File: config.mk
export PLATFORM = sky130hd
export DESIGN_NAME = fetch_stage
export DESIGN_NICKNAME = d
export VERILOG_FILES = /design/src/rtl/fetch_stage.sv
export SDC_FILE = /design/constraint.sdc
export NUM_CORES = 1
export LEC_CHECK = 0
export CORE_UTILIZATION = 35
export DETAILED_ROUTE_END_ITERATION = 16
export PLACE_DENSITY_LB_ADDON = 0.2
export SYNTH_ARGS = -nofsm -noshare
export SYNTH_HDL_FRONTEND = slang
export SYNTH_SLANG_ARGS = --single-unit
File: constraint.sdc
create_clock -name clk -period 6.4 [get_ports clk]
set_input_delay 1.28 -clock clk [delete_from_list [all_inputs] [get_ports clk]]
set_output_delay 1.28 -clock clk [all_outputs]
set_load 0.005 [all_outputs]
File: src/rtl/fetch_stage.sv
// Instruction-fetch stage: owns the PC, issues instruction-memory requests and
// holds the IF/ID register, with branch redirect, a one-entry skid buffer and HLT stop.
module fetch_stage #(
    parameter logic [15:0] RESET_PC = 16'h0000
) (
    input  logic        clk,
    input  logic        rst_n,
    output logic        imem_req,
    output logic [15:0] imem_addr,
    input  logic [15:0] imem_rdata,
    input  logic        imem_valid,
    input  logic        stall,
    input  logic        BranchTaken,
    input  logic [15:0] BranchAddr,
    output logic [15:0] instruction,
    output logic [15:0] PC_plus_2,
    output logic        if_id_valid,
    output logic [15:0] pc,
    output logic        halted
);

    // state     | meaning
    // RUN       | fetching normally
    // HALT_PEND | HLT accepted from memory, waiting for decode to consume it
    // HALTED    | HLT consumed, fetch stopped until reset
    typedef enum logic [1:0] {RUN, HALT_PEND, HALTED} state_t;

    state_t      state, state_nx;
    logic [15:0] pc_nx, req_pc, req_pc_nx;
    logic        outstanding, outstanding_nx;
    logic        kill, kill_nx;
    logic [15:0] skid_data, skid_data_nx, skid_pc2, skid_pc2_nx;
    logic        skid_valid, skid_valid_nx;
    logic [15:0] instr_nx, pc2_nx;
    logic        if_id_valid_nx;
    logic        consume, redirect, resp_ok, resp_hlt, issue;
    logic [15:0] resp_pc2;

    always_comb begin
        consume  = if_id_valid & ~stall & (state != HALTED);
        redirect = consume & BranchTaken;
        resp_ok  = imem_valid & outstanding & ~kill & ~redirect & (state != HALTED);
        resp_hlt = resp_ok & (imem_rdata[15:12] == 4'hF);
        resp_pc2 = req_pc + 16'd2;

        state_nx       = state;
        pc_nx          = pc;
        req_pc_nx      = req_pc;
        outstanding_nx = outstanding;
        kill_nx        = kill;
        skid_data_nx   = skid_data;
        skid_pc2_nx    = skid_pc2;
        skid_valid_nx  = skid_valid;
        instr_nx       = instruction;
        pc2_nx         = PC_plus_2;
        if_id_valid_nx = if_id_valid;
        issue          = 1'b0;

        if (state != HALTED) begin
            if (redirect) begin
                pc_nx          = BranchAddr;
                skid_valid_nx  = 1'b0;
                if_id_valid_nx = 1'b0;
                outstanding_nx = outstanding & ~imem_valid;
                kill_nx        = outstanding & ~imem_valid;
                state_nx       = RUN;
            end else begin
                if (kill && imem_valid) begin
                    kill_nx        = 1'b0;
                    outstanding_nx = 1'b0;
                end
                if (consume) begin
                    if (skid_valid) begin
                        instr_nx      = skid_data;
                        pc2_nx        = skid_pc2;
                        skid_valid_nx = 1'b0;
                        if (resp_ok) begin
                            skid_data_nx  = imem_rdata;
                            skid_pc2_nx   = resp_pc2;
                            skid_valid_nx = 1'b1;
                        end
                    end else if (resp_ok) begin
                        instr_nx = imem_rdata;
                        pc2_nx   = resp_pc2;
                    end else begin
                        if_id_valid_nx = 1'b0;
                    end
                    if (state == HALT_PEND && instruction[15:12] == 4'hF)
                        state_nx = HALTED;
                end else if (!if_id_valid) begin
                    if (resp_ok) begin
                        instr_nx       = imem_rdata;
                        pc2_nx         = resp_pc2;
                        if_id_valid_nx = 1'b1;
                    end
                end else if (resp_ok) begin
                    skid_data_nx  = imem_rdata;
                    skid_pc2_nx   = resp_pc2;
                    skid_valid_nx = 1'b1;
                end
                if (resp_ok)
                    outstanding_nx = 1'b0;
                if (resp_hlt && state == RUN)
                    state_nx = HALT_PEND;
                // Only issue when the returning word is guaranteed a slot (skid empty next cycle).
                issue = (state == RUN) & ~kill & ~resp_hlt & ~skid_valid_nx
                      & ~(outstanding & ~resp_ok);
                if (issue) begin
                    req_pc_nx      = pc;
                    pc_nx          = pc + 16'd2;
                    outstanding_nx = 1'b1;
                end
            end
        end
    end

    always_ff @(posedge clk) begin
        if (!rst_n) begin
            state       <= RUN;
            pc          <= RESET_PC;
            req_pc      <= 16'h0000;
            outstanding <= 1'b0;
            kill        <= 1'b0;
            skid_data   <= 16'h0000;
            skid_pc2    <= 16'h0000;
            skid_valid  <= 1'b0;
            instruction <= 16'h0000;
            PC_plus_2   <= 16'h0000;
            if_id_valid <= 1'b0;
        end else begin
            state       <= state_nx;
            pc          <= pc_nx;
            req_pc      <= req_pc_nx;
            outstanding <= outstanding_nx;
            kill        <= kill_nx;
            skid_data   <= skid_data_nx;
            skid_pc2    <= skid_pc2_nx;
            skid_valid  <= skid_valid_nx;
            instruction <= instr_nx;
            PC_plus_2   <= pc2_nx;
            if_id_valid <= if_id_valid_nx;
        end
    end

    assign imem_req  = issue & rst_n;
    assign imem_addr = pc;
    assign halted    = (state == HALTED);

endmodule
* Word level (Yosys, flattened, before mapping)
Cells that the tools add are included.
** Operators by class
- Bitwise logic cells :: 23
- Reductions and logical operators :: 18
- Muxes and demuxes :: 42
- Equality and inequality tests :: 9
- $add $sub $neg :: 2
** Operators with widths (number)
- two-way mux 16 bit :: 18
- adder 16 x 2 -> 16 bit, second input constant :: 2
- two-way mux 1 bit :: 20
- bitwise AND 1 bit :: 15
- AND reduction 3 bit :: 4
- == test 4 bit, second input constant :: 2
- two-way mux 2 bit :: 4
- inverter 1 bit :: 8
- AND reduction 2 bit :: 3
- nonzero test 2 bit :: 3
- nonzero test 3 bit :: 2
- inequality test 2 bit, second input constant :: 2
- AND reduction 4 bit :: 1
- nonzero test 4 bit :: 1
- logical AND 1 bit :: 3
- inequality test 3 x 2 -> 1 bit, second input constant :: 1
- inequality test 3 bit, second input constant :: 1
- == test 2 x 1 -> 1 bit, second input constant :: 1
- == test 2 bit, second input constant :: 1
- zero test 2 bit :: 1
- inequality test 2 x 1 -> 1 bit, second input constant :: 1
** Word-level totals
- Register bits :: 102
- Output and inout bits :: 67
- Word-level logic and storage cells :: 105

* Logic depth before layout (Yosys ltp)
Gate-level depths: netlist of the first run.
- Depth after elaboration :: 18
- Mapped depth :: 8
- Depth with buffers taken out :: 6

* Worst setup path after synthesis of the first run
No wires, ideal clock.
- Path type :: input to output
- Start :: input stall
- End :: output imem_req
- Slack :: 2.336 ns
- Stages on the path :: 7
- Data arrival time :: 2.784 ns
- Cells stage by stage :: nand2b_1 -> o2111ai_2 -> mux2_4 -> nor4_1 -> buf_4 -> buf_6 -> and2_1
** On the way
- Word-level cells in the longest chain between the ends :: 18
- Elaborated cells between the ends (all ways) :: 26
- Classes of those cells :: mux: 9; bitwise: 17
** RTL lines
- start: declaration :: RTL line 12 : input logic stall,
- inverter 1 bit (*) :: RTL line 40 : consume = if_id_valid & ~stall & (state != HALTED);
- bitwise AND 1 bit (*) (2 in series) :: RTL line 40
- bitwise AND 1 bit :: RTL line 41 : redirect = consume & BranchTaken;
- inverter 1 bit (no source line)
- bitwise AND 1 bit (2 in series) :: RTL line 42 : resp_ok = imem_valid & outstanding & ~kill & ~redirect & (state != HALTED);
- two-way mux 1 bit (on tied branches) :: RTL line 96, 77
- two-way mux 1 bit (on tied branches) :: RTL line 90, 73
- two-way mux 1 bit :: RTL line 72 : if (consume) begin
- two-way mux 1 bit :: RTL line 60 : if (redirect) begin
- two-way mux 1 bit :: RTL line 59 : if (state != HALTED) begin
- inverter 1 bit :: RTL line 106 : issue = (state == RUN) & ~kill & ~resp_hlt & ~skid_valid_nx
- bitwise AND 1 bit :: RTL line 106
- bitwise AND 1 bit :: RTL line 107 : & ~(outstanding & ~resp_ok);
- two-way mux 1 bit (*) :: RTL line 60
- two-way mux 1 bit (*) :: RTL line 59
- bitwise AND 1 bit (*) :: RTL line 145 : assign imem_req = issue & rst_n;
- end: declaration :: RTL line 8 : output logic imem_req,
Mark *: on every way between the ends. The rest lies on a longest branch, timed or not. The select of a mux whose other input is x is not followed.

* Final worst setup path of the first run
Ends and elaborated chain as after synthesis.

==> results of run 1 <==
==> cell type report <==
class | instances | area share (%)
clock buffer | 9 | 3.69
tap | 176 | 3.61
inverter | 8 | 0.492
timing repair buffer | 110 | 17.7
multi-input combinational | 430 | 40.2
sequential | 102 | 33.4
clock inverter | 7 | 0.861
==> how the worst max path moves through the flow <==
stage                     to  slack (ns)  cells past startpoint
detailed placement  imem_req        1.01                      7
CTS                 imem_req        1.01                      7
finish              imem_req        1.02                      7
global placement    imem_req        1.08                      7
global route        imem_req        0.82                      7
floorplan           imem_req        2.34                      7
==> placed cells by master, fill, tap and decap left out, drive strengths merged, types with 9 or more instances in the layout <==
cell and instances:
nor3 13, mux2i 16, clkdlybuf4s50 102, a311oi 18, a31oi 10, a21oi 37, nand4 9, clkbuf 9
o21ai 25, nand2 127, nand3 14, dfxtp 102, nor2 53, inv 11, a211oi 16
==> stage by stage <==
stage	util [%]	instances	hold slack (ns)	area (um2)
6_report	45.9	842	0.456	6100
5_1_grt	45.9	842	0.480	6100
4_1_cts	45.9	842	0.455	6100
3_5_place_dp	43.8	826	0.446	5830
3_3_place_gp	43.8	826	0.441	5830
2_1_floorplan	-	595	0.437	4800
==> registers in the layout, summed over array words and instances, names as in the netlist, 2 cells and up <==
register     cells
state            2
imem_addr       16
skid_data       16
instruction     16
req_pc          16
skid_pc2        16
PC_plus_2       16
==> cell families after synthesis <==
logic type | share of synthesized area (%)
AOI/OAI and AO/OA | 19.4
xor gates and xnor gates | 2.37
adders and majority gates | 0.521
and+or+nand+nor | 24.7
DFF | 42.5
buffers and inverters | 6.77
muxes | 3.65
==> power by group <==
part           internal (mW)  leakage (nW)  switching, mW
registers              0.663         0.827         0.0276
logic                  0.112          1.18         0.0989
clock network          0.269         0.142          0.252
==> routing by layer <==
| metal | global-route usage, % | part of all wire [%] | wire [um] |
|---|---|---|---|
| met5 | 0 | 0 | 0 |
| met3 | 3.35 | 4.6 | 580 |
| met4 | 6.17 | 1.2 | 151 |
| met1 | 24.4 | 49 | 6140 |
| met2 | 27.6 | 45 | 5610 |
==> worst register-to-register path, delay by kind of cell (launching register included) <==
| family | cells | cell delay (ns) |
|---|---|---|
| and+or+nand+nor | 1 | 0.39 |
| DFF | 1 | 0.42 |
| AOI/OAI and AO/OA | 4 | 1.93 |
==> results.toml, run 1 <==
[global_route]
grt_pass1_vias = 4021
grt_max_degree = 61
grt-ovfl-total = 0
grt_pass1_wl_mm = 20.3
grt_antenna_before_repair = 0
grtUsageTotal_pct = 17.7

[clock_network]
htreeDepth = 3
cts_inserted_buffers = 9
hold_buffers = 0
cts_resized = 0
cts_tree = "yes"
clk_path_buf_depth = 2
root_buffer = "clkbuf_16"
path_clk_slew_ns = 0.07
clk_latency_ns = 0.35
cts_sinks = 102
postCtsSetupBuffers = 0

[finish]
num-nets-final = 700
area_growth_pct = 27.1
fillers = 1300
drive_gt1_share_pct = 5.41
multi_input_area_um2 = 2460
ff_latch_area_um2 = 2040
diodes = 0

[placed_design]
gp_congestion = 0.769
dpl_worst_slack_ns = 1.01
hpwl_mm = 8.49
port_buffers = 103

[logic_synthesis]
yosys.area.top_type = "dfxtp_1"
yosysSeqAreaShare_pct = 42.5
synth-seq-cells = 102
synth.cell_area_um2 = 4800
synth_cell_types = 53
ys.flop_type = "dfxtp_1"
ys_warn_count = 0
yosysMostFrequentCell = "nand2_1"
synth_common_cells = "127 x nand2_1, 102 x dfxtp_1, 53 x nor2_1, 36 x a21oi_1, 30 x clkbuf_1"
async_flop_share_pct = 0
syn_nets = 634
netlist.area_leader.share_pct = 42.5
syn_area_per_cell_um2 = 8.07
synth_edf_count = 0
netlist_instances = 595
synth_area_leaders = "dfxtp_1 43%, nand2_1 9.9%, nor2_1 4.1%, a21oi_1 3.8%, mux2i_1 3.3%"

[timing]
finalSetupTns_ns = 0
max_freq_mhz = 186
clock_skew_ns = 0.0109
slew_headroom_pct = 22.1
fin_ws_ns = 1.02
tightest_slew_ns = 1.16
setup_viol = 0
hold_viol_final = 0
rsz0062_at_grt = "false"
slew_violations = 0
fin_crit_sh_pct = 84.1
fin_crit_ns = 5.38

[detailed_routing]
first_iter_violations = 315
final_antenna_net_count = 0
wl_per_cell_um = 14.8
viasPerCell = 5.24
drc = 0
drt_pass1_iterations = 5
num_vias = 4409
routed_wl_mm = 12.5

[critical_path]
cp_max_fo = 23
r2r_slack_ns = 3.58
worstSetupPathType = "in2out"
r2r_start = "state[0]$_SDFFE_PN0P_"
r2r_cells = 5
worstReg2RegEnd = "PC_plus_2[4]$_SDFFE_PN0P_"
path_buf_inv = 2
slowest_stage = "o2111ai_2"
cp-start-kind = "input pin"
critical_path.most_common_cell = "clkdlybuf4s50_1"
cp-end-kind = "output port"
cp.required_ns = 5.12
critical_path.top_delay_family = "buffers and inverters"
arrival_ns = 4.10
crit_path_start = "stall"
crit_path_cell_trace = "clkdlybuf4s50_1 > nand2b_1 > o2111ai_2 > mux2_4 > nor4_2 > and2_1 > clkdlybuf4s50_1"
slowest_delay_ns = 0.56

[floorplanning]
rows = 42
io_pins = 104
dieArea_um2 = 14200
die_y_um = 119
die_width_um = 119
core_um2 = 13300
initial_core_util_pct = 36.1

[run_status]
outcome = "finished, final reports clean"

[hold_path]
hp-class = "reg2reg"
min_delay_worst_endpoint = "PC_plus_2[7]$_SDFFE_PN0P_"
worstHoldStart = "PC_plus_2[7]$_SDFFE_PN0P_"
whs_path_depth = 2

[run]
drv_cap = 0

[power]
powerDensity_nw_per_um2 = 233
leakage_nw = 2.15
finalPower_mw = 1.42
peakVddDrop_v = 0.000119
Power figures use the tool's default switching activity.
==> run 2, diff against run 1 <==
Clock period 6.4 ns to 5.3 ns, I/O delays scaled along.
==> results.toml, run 2 (same netlist as run 1, synthesis figures left out) <==
[detailed_routing]
drt_pass1_iterations = 4
num_vias = 4433
viasPerCell = 5.25
drc = 0
final_antenna_net_count = 0
first_iter_violations = 267
wl_per_cell_um = 14.7
met2_length_mm = 5.64
top_layer = "met4"
wl_met3_um = 631
wl_met1_mm = 5.99
routed_wl_mm = 12.4

[floorplanning]
core_um2 = 13300
dieArea_um2 = 14200
rows = 42
io_pins = 104
initial_core_util_pct = 36.1
die_width_um = 119
die_y_um = 119

[clock_network]
cts_sinks = 102
path_clk_slew_ns = 0.07
clk_path_buf_depth = 2
cts_resized = 0
htreeDepth = 3
clk_latency_ns = 0.35
postCtsSetupBuffers = 0
cts_inserted_buffers = 9
root_buffer = "clkbuf_16"
cts_tree = "yes"
hold_buffers = 0

[timing]
finalSetupTns_ns = 0
max_freq_mhz = 217
hold_viol_final = 0
slew_violations = 0
fin_crit_sh_pct = 86.8
slew_headroom_pct = 25.6
rsz0062_at_grt = "false"
setup_viol = 0
tightest_slew_ns = 1.11
clock_skew_ns = 0.0118
fin_crit_ns = 4.60

[placed_design]
place_area_um2 = 5850
port_buffers = 103
gp_congestion = 0.791
hpwl_mm = 8.59

[finish]
area_growth_pct = 28.2
final_cell_area_um2 = 6160
diodes = 0
layout_common_cells = "127 x nand2_1, 102 x dfxtp_1, 102 x clkdlybuf4s50_1"
num-nets-final = 703
fin_util_pct = 46.3
layout_commonest_cell = "nand2_1"
drive_gt1_share_pct = 5.83

[power]
clock_power_share_pct = 38.5
p_comb_share_pct = 14.5
powerDensity_nw_per_um2 = 287
leakage_nw = 2.17
switching_power_mw = 0.460
peakVddDrop_v = 0.000140
pwr-share-seq_pct = 47.0
internal-power_mw = 1.31
switching_share_pct = 26.0

[critical_path]
crit_path_start = "stall"
cp_max_fo = 23
worstSetupPathType = "in2out"
r2r_cells = 6
r2r_slack_ns = 2.59
cp-start-kind = "input pin"
cp-end-kind = "output port"
cp.required_ns = 4.24
arrival_ns = 3.54
worstReg2RegEnd = "PC_plus_2[4]$_SDFFE_PN0P_"
crit_path_end = "imem_req"
r2r_start = "state[0]$_SDFFE_PN0P_"

[run_status]
outcome = "finished, final reports clean"

[global_route]
grtUsageTotal_pct = 18.1
grt_pass1_vias = 4102
grt-ovfl-total = 0
grt_pass1_wl_mm = 20.7
grt_max_degree = 61
grt_antenna_before_repair = 0

[hold_path]
hp-class = "reg2reg"

[run]
drv_cap = 0
run 2: cell count changes in the layout (fill, tap and decap cells not counted), sizes merged:
cell	change
buf	+3
bufinv	+1
clkinv	+1
inv	-2
run 2: layout make-up:
type / instances / area (um2)
clock buffer: 9 / 225
clock inverter: 7 / 82.6
fill: 1305 / 7140
inverter: 8 / 30.0
multi-input combinational: 430 / 2460
sequential: 102 / 2040
tap: 176 / 220
timing repair buffer: 113 / 1100
run 2: worst min path at each step:
stage | startpoint | slack (ns) | endpoint | cells past startpoint
finish | PC_plus_2[4]$_SDFFE_PN0P_ | 0.45 | PC_plus_2[4]$_SDFFE_PN0P_ | 2
global route | skid_pc2[0]$_SDFFE_PN0P_ | 0.48 | skid_pc2[0]$_SDFFE_PN0P_ | 2
CTS | PC_plus_2[4]$_SDFFE_PN0P_ | 0.46 | PC_plus_2[4]$_SDFFE_PN0P_ | 2
detailed placement | PC_plus_2[4]$_SDFFE_PN0P_ | 0.45 | PC_plus_2[4]$_SDFFE_PN0P_ | 2
global placement | skid_data[4]$_SDFFE_PN0P_ | 0.44 | skid_data[4]$_SDFFE_PN0P_ | 2
floorplan | skid_data[0]$_SDFFE_PN0P_ | 0.44 | skid_data[0]$_SDFFE_PN0P_ | 2
run 2: critical path: stages:
cell and delay, ns:
clkdlybuf4s50_1 0.52, nand2b_1 0.28, o2111ai_2 0.26, mux2_4 0.43, nor4_2 0.31, and2_1 0.18, clkdlybuf4s50_1 0.50
run 2: per-stage QoR:
step	hold slack [ns]	power (mW)	setup WS, ns	std cells
2_1_floorplan	0.437	0.990	1.68	595
3_3_place_gp	0.442	1.10	0.753	829
3_5_place_dp	0.447	1.11	0.694	829
4_1_cts	0.458	1.79	0.682	845
5_1_grt	0.481	1.85	0.558	845
6_report	0.454	1.77	0.702	845
run 2: power by group through the flow:
stage	Clock (mW)	Combinational [mW]	Sequential [mW]
after floorplan	0	0.145	0.845
after global placement	0	0.255	0.849
after detailed placement	0	0.258	0.850
after CTS	0.697	0.259	0.832
after global routing	0.726	0.282	0.838
final	0.680	0.256	0.832
run 2: routing by layer:
metal  vias to the layer above  global-route usage (%)
met4                         0                    6.96
li1                       2249                       -
met3                        12                    2.73
met5                         -                       0
met2                       121                    27.7
met1                      2051                    25.5
==> run 3, diff against run 2 <==
Settings changed: CAP_MARGIN set to 25.
==> results.toml, run 3 (same netlist as run 1, synthesis figures left out) <==
[placed_design]
gp_congestion = 0.791
hpwl_mm = 8.59
port_buffers = 103

[run_status]
outcome = "finished, final reports clean"

[critical_path]
cp-end-kind = "output port"
slowest_delay_ns = 0.52
cp-start-kind = "input pin"
r2r_cells = 7
slowest_stage = "clkdlybuf4s50_1"
r2r_slack_ns = 2.66
cp.required_ns = 4.24
cp_max_fo = 23
worstSetupPathType = "in2out"
worstReg2RegEnd = "skid_pc2[9]$_SDFFE_PN0P_"
path_buf_inv = 2
r2r_start = "state[0]$_SDFFE_PN0P_"
critical_path.top_delay_family = "buffers and inverters"
arrival_ns = 3.54
crit_path_start = "stall"
crit_path_cell_trace = "clkdlybuf4s50_1 > nand2b_1 > o2111ai_2 > mux2_4 > nor4_2 > and2_1 > clkdlybuf4s50_1"
critical_path.most_common_cell = "clkdlybuf4s50_1"

[floorplanning]
core_um2 = 13300
die_y_um = 119
dieArea_um2 = 14200
initial_core_util_pct = 36.1
die_width_um = 119
io_pins = 104
rows = 42

[finish]
fillers = 1302
num-nets-final = 704
area_growth_pct = 28.8
layout_common_cells = "127 x nand2_1, 102 x dfxtp_1, 102 x clkdlybuf4s50_1"
diodes = 0
layout_commonest_cell = "nand2_1"
drive_gt1_share_pct = 5.97

[power]
finalPower_mw = 1.77
powerDensity_nw_per_um2 = 287
leakage_nw = 2.18
peakVddDrop_v = 0.000139

[clock_network]
cts_inserted_buffers = 9
path_clk_slew_ns = 0.08
cts_sinks = 102
htreeDepth = 3
cts_resized = 0
clk_latency_ns = 0.35
cts_tree = "yes"
hold_buffers = 0
clk_path_buf_depth = 2
root_buffer = "clkbuf_16"
postCtsSetupBuffers = 0

[timing]
slew_headroom_pct = 39.2
fin_crit_ns = 4.60
setup_viol = 0
clock_skew_ns = 0.0112
tightest_slew_ns = 0.906
rsz0062_at_grt = "false"
hold_viol_final = 0
max_freq_mhz = 218
finalSetupTns_ns = 0
slew_violations = 0
fin_crit_sh_pct = 86.7

[detailed_routing]
first_iter_violations = 294
num_vias = 4452
final_antenna_net_count = 0
drc = 0
drt_pass1_iterations = 5
routed_wl_mm = 12.5
wl_per_cell_um = 14.7
viasPerCell = 5.26

[global_route]
grtUsageTotal_pct = 18.1
grt-ovfl-total = 0
grt_antenna_before_repair = 0
grt_pass1_wl_mm = 20.7
grt_pass1_vias = 4102
grt_max_degree = 61

[hold_path]
whs_path_depth = 2
worstHoldStart = "PC_plus_2[4]$_SDFFE_PN0P_"
hp-class = "reg2reg"
min_delay_worst_endpoint = "PC_plus_2[4]$_SDFFE_PN0P_"

[run]
drv_cap = 0
run 3: changes by cell type in the layout (fill, tap and decap cells not counted), sizes merged:
cell  change
buf       +1
run 3: area by class of cell:
cell class / count / area (um2) / area share, %
clock buffers: 9 / 225 / 3.64
clock inverters: 7 / 82.6 / 1.34
multi-input cells: 430 / 2460 / 39.7
inverters: 8 / 30.0 / 0.486
well taps: 176 / 220 / 3.56
repair buffers: 114 / 1130 / 18.2
flip-flops and latches: 102 / 2040 / 33.0
run 3: stage by stage:
step / worst slack (ns) / util, % / cell area (um2) / hold slack [ns] / cells
after floorplan: 1.68 / - / 4800 / 0.437 / 595
after global placement: 0.753 / 44.0 / 5850 / 0.442 / 829
after detailed placement: 0.694 / 44.0 / 5850 / 0.447 / 829
after CTS: 0.682 / 46.3 / 6160 / 0.458 / 845
after global routing: 0.558 / 46.5 / 6180 / 0.481 / 846
final: 0.703 / 46.5 / 6180 / 0.454 / 846
run 3: worst register-to-register path: stages (launching register included):
cell       delay, ns
dfxtp_1         0.42
nand2b_1        0.40
o2111ai_2       0.22
buf_4           0.24
nor2_2          0.67
buf_4           0.30
nor2_1          0.05
a211oi_1        0.23
run 3: routing by layer:
metal  share of wire, %  track usage (%)  routed length [um]
met5                  0                0                   0
met4                1.5             6.96                 193
met3                4.7             2.73                 586
met2                 45             27.7                5590
met1                 49             25.5                6100
run 3: power breakdown:
part           switching, mW  total [mW]  internal (mW)
Clock                  0.308       0.681          0.373
Combinational          0.121       0.261          0.139
Sequential            0.0320       0.832          0.800
run 3: worst max-delay path by stage:
stage                    end  slack (ns)  depth (start not counted)
finish              imem_req        0.70                          7
global route        imem_req        0.56                          7
CTS                 imem_req        0.68                          7
detailed placement  imem_req        0.69                          7
global placement    imem_req        0.75                          7
floorplan           imem_req        1.68                          7
